$ cat src/rtl/hazard_pkg.sv
`default_nettype none
//==============================================================================
// Package  : hazard_pkg
// Brief    : Forward-select encodings and stage record shared by the hazard unit.
// Revision : 1.0 - initial release
//==============================================================================
package hazard_pkg;

    localparam logic [1:0] FWD_NONE = 2'b00;
    localparam logic [1:0] FWD_WB   = 2'b01;
    localparam logic [1:0] FWD_MEM  = 2'b10;

    // Register indices are held zero-extended to this width so one record type fits any REG_AW up to it
    localparam int c_MAX_AW = 8;

    typedef struct packed {
        logic                valid;
        logic [c_MAX_AW-1:0] rd;
        logic                regwrite;
        logic                load;
    } stage_rec_t;

    function automatic logic writesReg(input stage_rec_t s);
        return s.valid & s.regwrite & (s.rd != '0);
    endfunction

endpackage
`default_nettype wire

$ cat src/rtl/pipeline_hazard_ctrl_if.sv
`default_nettype none
//==============================================================================
// Interface : pipeline_hazard_ctrl_if
// Brief     : Decode/Execute hazard signals and pipeline-register controls.
// Revision  : 1.0 - initial release
//==============================================================================
interface pipeline_hazard_ctrl_if #(
    parameter int REG_AW  = 5,
    parameter int NUM_SRC = 2,
    parameter int CNT_W   = 16
);

    logic                      id_valid;
    logic [NUM_SRC*REG_AW-1:0] id_rs;
    logic [NUM_SRC-1:0]        id_rs_used;
    logic [REG_AW-1:0]         id_rd;
    logic                      id_regwrite;
    logic                      id_load;
    logic                      ex_branch_taken;
    logic                      stall_f;
    logic                      stall_d;
    logic                      flush_d;
    logic                      flush_e;
    logic [NUM_SRC*2-1:0]      fwd_sel;
    logic [CNT_W-1:0]          stall_cnt;
    logic [CNT_W-1:0]          flush_cnt;

    modport master (
        output id_valid, id_rs, id_rs_used, id_rd, id_regwrite, id_load, ex_branch_taken,
        input  stall_f, stall_d, flush_d, flush_e, fwd_sel, stall_cnt, flush_cnt
    );

    modport slave (
        input  id_valid, id_rs, id_rs_used, id_rd, id_regwrite, id_load, ex_branch_taken,
        output stall_f, stall_d, flush_d, flush_e, fwd_sel, stall_cnt, flush_cnt
    );

endinterface
`default_nettype wire

$ cat src/rtl/hazard_fwd_cmp.sv
`default_nettype none
//==============================================================================
// Module   : hazard_fwd_cmp
// Brief    : Forward select for one Execute source operand, MEM before WB.
// Revision : 1.0 - initial release
//==============================================================================
module hazard_fwd_cmp
    import hazard_pkg::*;
(
    input  wire logic [c_MAX_AW-1:0] i_eRs,
    input  wire stage_rec_t          i_mStage,
    input  wire stage_rec_t          i_wStage,
    output logic [1:0]               o_fwdSel
);

    logic w_unused;
    assign w_unused = i_mStage.load ^ i_wStage.load;

    always_comb begin
        o_fwdSel = FWD_NONE;
        if (writesReg(i_mStage) && (i_mStage.rd == i_eRs))
            o_fwdSel = FWD_MEM;
        else if (writesReg(i_wStage) && (i_wStage.rd == i_eRs))
            o_fwdSel = FWD_WB;
    end

endmodule
`default_nettype wire

$ cat src/rtl/pipeline_hazard_ctrl.sv
`default_nettype none
//==============================================================================
// Module   : pipeline_hazard_ctrl
// Brief    : Forwarding, load-use stall and branch flush control for a 5-stage
//            pipeline. Define HAZARD_PERF_EN to build the stall/flush counters.
// Revision : 1.0 - initial release
//==============================================================================
module pipeline_hazard_ctrl
    import hazard_pkg::*;
#(
    parameter int REG_AW  = 5,
    parameter int NUM_SRC = 2,
    parameter int CNT_W   = 16
) (
    input  wire logic             clk,
    input  wire logic             reset,
    pipeline_hazard_ctrl_if.slave hz
);

    stage_rec_t                       r_eStage;
    stage_rec_t                       r_mStage;
    stage_rec_t                       r_wStage;
    logic [NUM_SRC-1:0][c_MAX_AW-1:0] r_eRs;
    logic [NUM_SRC-1:0]               r_eRsUsed;
    logic [NUM_SRC-1:0][c_MAX_AW-1:0] w_idRs;
    logic [NUM_SRC-1:0][1:0]          w_fwdSel;
    logic                             w_rsHit;
    logic                             w_loadUse;
    logic                             w_branch;
    logic                             w_flushE;
    logic                             w_stallF;
    logic                             w_unused;

    assign w_unused = ^r_eRsUsed;

    always_comb begin
        w_idRs  = '0;
        w_rsHit = 1'b0;
        for (int i = 0; i < NUM_SRC; i++) begin
            w_idRs[i] = c_MAX_AW'(hz.id_rs[i*REG_AW +: REG_AW]);
            if (hz.id_rs_used[i] && (w_idRs[i] == r_eStage.rd))
                w_rsHit = 1'b1;
        end
    end

    // Gating with reset drops every control the instant reset falls, even with live inputs
    assign w_loadUse = reset & hz.id_valid & r_eStage.valid & r_eStage.load
                     & (r_eStage.rd != '0) & w_rsHit;
    assign w_branch  = reset & hz.ex_branch_taken;
    assign w_flushE  = w_branch | w_loadUse;
    assign w_stallF  = w_loadUse & ~w_branch;

    assign hz.stall_f = w_stallF;
    assign hz.stall_d = w_stallF;
    assign hz.flush_d = w_branch;
    assign hz.flush_e = w_flushE;

    always_ff @(posedge clk or negedge reset) begin
        if (!reset) begin
            r_eStage  <= '0;
            r_mStage  <= '0;
            r_wStage  <= '0;
            r_eRs     <= '0;
            r_eRsUsed <= '0;
        end else begin
            r_wStage          <= r_mStage;
            r_mStage          <= r_eStage;
            // Fields load even into a bubble so a released consumer already sees the load in MEM
            r_eStage.valid    <= hz.id_valid & ~w_flushE;
            r_eStage.rd       <= c_MAX_AW'(hz.id_rd);
            r_eStage.regwrite <= hz.id_regwrite;
            r_eStage.load     <= hz.id_load;
            r_eRs             <= w_idRs;
            r_eRsUsed         <= hz.id_rs_used;
        end
    end

    for (genvar g = 0; g < NUM_SRC; g++) begin : g_fwd
        hazard_fwd_cmp u_cmp (
            .i_eRs    (r_eRs[g]),
            .i_mStage (r_mStage),
            .i_wStage (r_wStage),
            .o_fwdSel (w_fwdSel[g])
        );
    end

    assign hz.fwd_sel = reset ? w_fwdSel : '0;

`ifdef HAZARD_PERF_EN
    logic [CNT_W-1:0] r_stallCnt;
    logic [CNT_W-1:0] r_flushCnt;

    always_ff @(posedge clk or negedge reset) begin
        if (!reset) begin
            r_stallCnt <= '0;
            r_flushCnt <= '0;
        end else begin
            if (w_stallF && (r_stallCnt != '1))
                r_stallCnt <= r_stallCnt + CNT_W'(1);
            if (w_branch && (r_flushCnt != '1))
                r_flushCnt <= r_flushCnt + CNT_W'(1);
        end
    end

    assign hz.stall_cnt = r_stallCnt;
    assign hz.flush_cnt = r_flushCnt;
`else
    assign hz.stall_cnt = {CNT_W{1'b0}};
    assign hz.flush_cnt = {CNT_W{1'b0}};
`endif

endmodule
`default_nettype wire

$ cat src/flat_wrapper.sv
// flat-port wrapper written by rule: the top's interface ports become plain ports
module pipeline_hazard_ctrl_flat import hazard_pkg::*;
#(
    parameter int REG_AW  = 5,
    parameter int NUM_SRC = 2,
    parameter int CNT_W   = 16
)
  (clk, reset, hz_id_valid, hz_id_rs, hz_id_rs_used, hz_id_rd, hz_id_regwrite, hz_id_load, hz_ex_branch_taken, hz_stall_f, hz_stall_d, hz_flush_d, hz_flush_e, hz_fwd_sel, hz_stall_cnt, hz_flush_cnt);
  pipeline_hazard_ctrl_if #(.REG_AW(REG_AW), .NUM_SRC(NUM_SRC), .CNT_W(CNT_W)) hz_i ();
  input  wire logic clk;
  input  wire logic reset;
  input wire logic [$bits(hz_i.id_valid)-1:0] hz_id_valid;
  input wire logic [$bits(hz_i.id_rs)-1:0] hz_id_rs;
  input wire logic [$bits(hz_i.id_rs_used)-1:0] hz_id_rs_used;
  input wire logic [$bits(hz_i.id_rd)-1:0] hz_id_rd;
  input wire logic [$bits(hz_i.id_regwrite)-1:0] hz_id_regwrite;
  input wire logic [$bits(hz_i.id_load)-1:0] hz_id_load;
  input wire logic [$bits(hz_i.ex_branch_taken)-1:0] hz_ex_branch_taken;
  output wire logic [$bits(hz_i.stall_f)-1:0] hz_stall_f;
  output wire logic [$bits(hz_i.stall_d)-1:0] hz_stall_d;
  output wire logic [$bits(hz_i.flush_d)-1:0] hz_flush_d;
  output wire logic [$bits(hz_i.flush_e)-1:0] hz_flush_e;
  output wire logic [$bits(hz_i.fwd_sel)-1:0] hz_fwd_sel;
  output wire logic [$bits(hz_i.stall_cnt)-1:0] hz_stall_cnt;
  output wire logic [$bits(hz_i.flush_cnt)-1:0] hz_flush_cnt;
  assign hz_i.id_valid = hz_id_valid;
  assign hz_i.id_rs = hz_id_rs;
  assign hz_i.id_rs_used = hz_id_rs_used;
  assign hz_i.id_rd = hz_id_rd;
  assign hz_i.id_regwrite = hz_id_regwrite;
  assign hz_i.id_load = hz_id_load;
  assign hz_i.ex_branch_taken = hz_ex_branch_taken;
  assign hz_stall_f = hz_i.stall_f;
  assign hz_stall_d = hz_i.stall_d;
  assign hz_flush_d = hz_i.flush_d;
  assign hz_flush_e = hz_i.flush_e;
  assign hz_fwd_sel = hz_i.fwd_sel;
  assign hz_stall_cnt = hz_i.stall_cnt;
  assign hz_flush_cnt = hz_i.flush_cnt;
  pipeline_hazard_ctrl #(.REG_AW(REG_AW), .NUM_SRC(NUM_SRC), .CNT_W(CNT_W)) u_core (.clk(clk), .reset(reset), .hz(hz_i));
endmodule
$ cat config.mk
export PLATFORM = sky130hd
export DESIGN_NAME = pipeline_hazard_ctrl_flat
export DESIGN_NICKNAME = d
export VERILOG_FILES = /design/src/rtl/hazard_pkg.sv /design/src/rtl/pipeline_hazard_ctrl_if.sv /design/src/rtl/hazard_fwd_cmp.sv /design/src/rtl/pipeline_hazard_ctrl.sv /design/src/flat_wrapper.sv
export SDC_FILE = /design/constraint.sdc
export NUM_CORES = 1
export LEC_CHECK = 0
export CAP_MARGIN = 20
export CORE_ASPECT_RATIO = 0.75
export CORE_MARGIN = 4
export CORE_UTILIZATION = 45
export CTS_CLUSTER_SIZE = 8
export DETAILED_ROUTE_END_ITERATION = 12
export PLACE_DENSITY_LB_ADDON = 0.12
export SYNTH_ARGS = -nofsm -noshare
export SYNTH_HDL_FRONTEND = slang
export SYNTH_SLANG_ARGS = --single-unit
$ cat constraint.sdc
create_clock -name clk -period 3.8 [get_ports clk]
set_input_delay 0.76 -clock clk [delete_from_list [all_inputs] [get_ports clk]]
set_output_delay 0.76 -clock clk [all_outputs]
set_load 0.005 [all_outputs]
==> results.py <==
metrics = {
    "outcome": {
        "status": "finished clean",
    },
    "global_routing": {
        "grt_pass1_vias": 901,
        "grtUsageMet1": 0.175,
        "grt-ovfl-total": 0,
        "antenna_found_initial": 0,
        "grt_pass1_wl_mm": 4.11,
        "grt_busiest_layer": "met2",
        "grt_usage": 0.135,
        "use_met2": 0.179,
        "use_met3": 0.0641,
        "grt_max_degree": 36,
    },
    "routing": {
        "vias": 904,
        "vias_per_cell": 4.54,
        "drc_errors": 0,
        "ant_nets": 0,
        "routed_wl_mm": 2.57,
        "wire_per_inst_um": 12.9,
        "drtIter0Drc": 39,
        "dr.pass1.iters": 4,
    },
    "floorplan": {
        "die_h_um": 58.0,
        "fp.dieW_um": 74.6,
        "die-area_um2": 4330,
        "core_area_um2": 3060,
        "ioPinCount": 63,
        "initial_core_util": 0.489,
        "placementRows": 17,
    },
    "setup_path": {
        "crit_arrival_ns": 2.67,
        "crit_required_ns": 3.04,
        "setup.worst_path.class": "input pin to output pin",
        "start_kind": "input pin",
        "cp_max_fo": 2,
        "critPathCaptureType": "output pin",
    },
    "sta": {
        "setup_viol": 0,
        "finalSetupTns_ns": 0,
        "slew_violations": 0,
        "finalHoldViolations": 0,
        "clock.fmax_mhz": 292,
        "fin_crit_ns": 3.43,
        "post-route-period-util": 0.902,
        "rsz0062_at_grt": "false",
        "skew_ns": 0.00379,
    },
    "pwr": {
        "vdd_ir_drop_max_v": 0.000228,
        "power.leakage_nw": 0.805,
        "p_sw_frac": 0.236,
        "powerDensity_nw_per_um2": 392,
        "seqPwrFrac": 0.528,
        "pwr-share-clk": 0.365,
        "cell_internal_pwr_w": 0.000545,
        "p_sw_w": 0.000169,
        "p_total_w": 0.000714,
        "combinationalPowerShare": 0.108,
    },
    "clocking": {
        "clock_sinks": 32,
        "cts-root-buf": "clkbuf_8",
        "cts_buffers": 5,
        "clock_latency_ns": 0.28,
        "htreeDepth": 2,
        "cts-hold-fix-buffers": 0,
        "clk_pin_slew_worst_paths_ns": 0.06,
        "cts_tree": "yes",
        "ctsResizeCount": 0,
        "cts_buffer_depth": 2,
        "postCtsSetupRepairBufs": 0,
    },
    "layout": {
        "diodes": 0,
        "multi_input_area_um2": 563,
        "drive_above_1_share": 0.0807,
        "regArea_um2": 801,
        "area_growth_pct": 21.6,
        "fillers": 249,
        "final_nets": 183,
    },
    "placement": {
        "io_buffers": 30,
        "hpwl_mm": 2.07,
        "place_congestion": 0.866,
    },
    "synth": {
        "ys_ff_latch": 32,
        "yosysSeqAreaShare": 0.534,
        "ys_warn_count": 0,
        "yosysUniqueCellTypes": 21,
        "syn_area_um2": 1500,
        "syn_area_per_cell_um2": 12.2,
        "netlist_instances": 123,
    },
    "hold_path": {
        "hold_path_class": "flop to flop",
    },
    "flow_run": {
        "maxCapViolCount": 0,
    },
}
[per-stage QoR]
| step | hold WS, ns | worst slack (ns) | instances | area, um^2 | util |
|---|---|---|---|---|---|
| 2_1_floorplan | 0.331 | 1.35 | 154 | 1620 | - |
| 3_3_place_gp | 0.334 | 0.400 | 191 | 1730 | 0.565 |
| 3_5_place_dp | 0.344 | 0.377 | 191 | 1730 | 0.565 |
| 4_1_cts | 0.358 | 0.373 | 199 | 1820 | 0.595 |
| 5_1_grt | 0.366 | 0.225 | 199 | 1820 | 0.595 |
| 6_report | 0.353 | 0.374 | 199 | 1820 | 0.595 |
[registers in the layout (all words and copies together) (netlist names)]
signal / cells
u_core.r_eStage: 8
u_core.r_eRs: 10
u_core.r_wStage: 7
u_core.r_mStage: 7
[Yosys cell counts]
cell type,instances,area share
nand2_1,1,0.0025
nor4_1,4,0.017
o211ai_2,1,0.0083
and2_0,1,0.0042
xnor2_1,10,0.058
nor4_2,1,0.0083
nor3_1,3,0.010
o211a_1,1,0.0067
or4_1,4,0.020
nand3_1,3,0.010
buf_4,33,0.17
a32oi_1,1,0.0058
xor2_1,20,0.12
and2_1,1,0.0042
and4_1,1,0.0058
dfrtp_1,32,0.53
conb_1,1,0.0025
inv_1,1,0.0025
o21ai_0,2,0.0067
and2_2,1,0.0050
o2111ai_1,1,0.0058
[worst paths after layout]
path	to	slack [ns]	cells past startpoint	start
worst min-delay path	u_core.r_mStage[1]$_DFF_PN0_	0.35	0	u_core.r_eStage[1]$_DFF_PN0_
worst max register to register	u_core.r_eStage[10]$_DFF_PN0_	2.26	3	u_core.r_eStage[3]$_DFF_PN0_
max in group asynchronous	u_core.r_wStage[1]$_DFF_PN0_	2.42	3	reset
min in group asynchronous	u_core.r_eStage[2]$_DFF_PN0_	1.09	3	reset
worst min register to register	u_core.r_mStage[1]$_DFF_PN0_	0.35	0	u_core.r_eStage[1]$_DFF_PN0_
worst max-delay path	hz_fwd_sel[2]	0.37	5	reset
[critical path, stage by stage]
cell and delay (ns):
clkdlybuf4s50_1 0.53, o2111ai_1 0.14, or4_1 0.56, nor4_2 0.14
clkdlybuf4s50_1 0.53
[placed cells by master (no fill, tap or decap), drive strengths merged]
cell / instances
conb: 32
buf: 2
xor2: 20
clkbuf: 6
o21ai: 2
o211ai: 1
o2111ai: 1
and2: 3
dfrtp: 32
nand2: 1
or4: 4
nor4: 5
inv: 1
a32oi: 1
nand3: 3
nor3: 3
and4: 1
o211a: 1
clkinv: 2
clkdlybuf4s50: 30
xnor2: 10
[metal layers]
layer / up-vias / routed length [um]
met5: - / 0
met4: 0 / 83
li1: 420 / -
met3: 8 / 311
met2: 62 / 1040
met1: 414 / 1130
[final cells by class]
type	count	area share
Sequential cell	32	0.439
Multi-Input combinational cell	88	0.309
Timing Repair Buffer	32	0.173
Clock buffer	6	0.0453
Tap cell	38	0.0261
Clock inverter	2	0.00549
Inverter	1	0.00206
[power groups by stage]
stage | combinational, W | sequential [W] | clock [W]
after floorplan | 0.0000593 | 0.000378 | 0
after global placement | 0.0000758 | 0.000382 | 0
after detailed placement | 0.0000765 | 0.000383 | 0
after CTS | 0.0000769 | 0.000377 | 0.000272
after global routing | 0.0000869 | 0.000379 | 0.000288
final | 0.0000768 | 0.000377 | 0.000260
[kinds of logic (layout without fill, tap and decap cells)]
group	count (synthesis)	count (layout)	share of synthesized area
flops	32	32	0.534
simple gates	20	20	0.0868
compound gates	6	6	0.0334
other cells	1	32	0.00250
xor+xnor	30	30	0.175
buf+inv	34	41	0.168
Note: power is estimated with default switching activity, not from simulation.
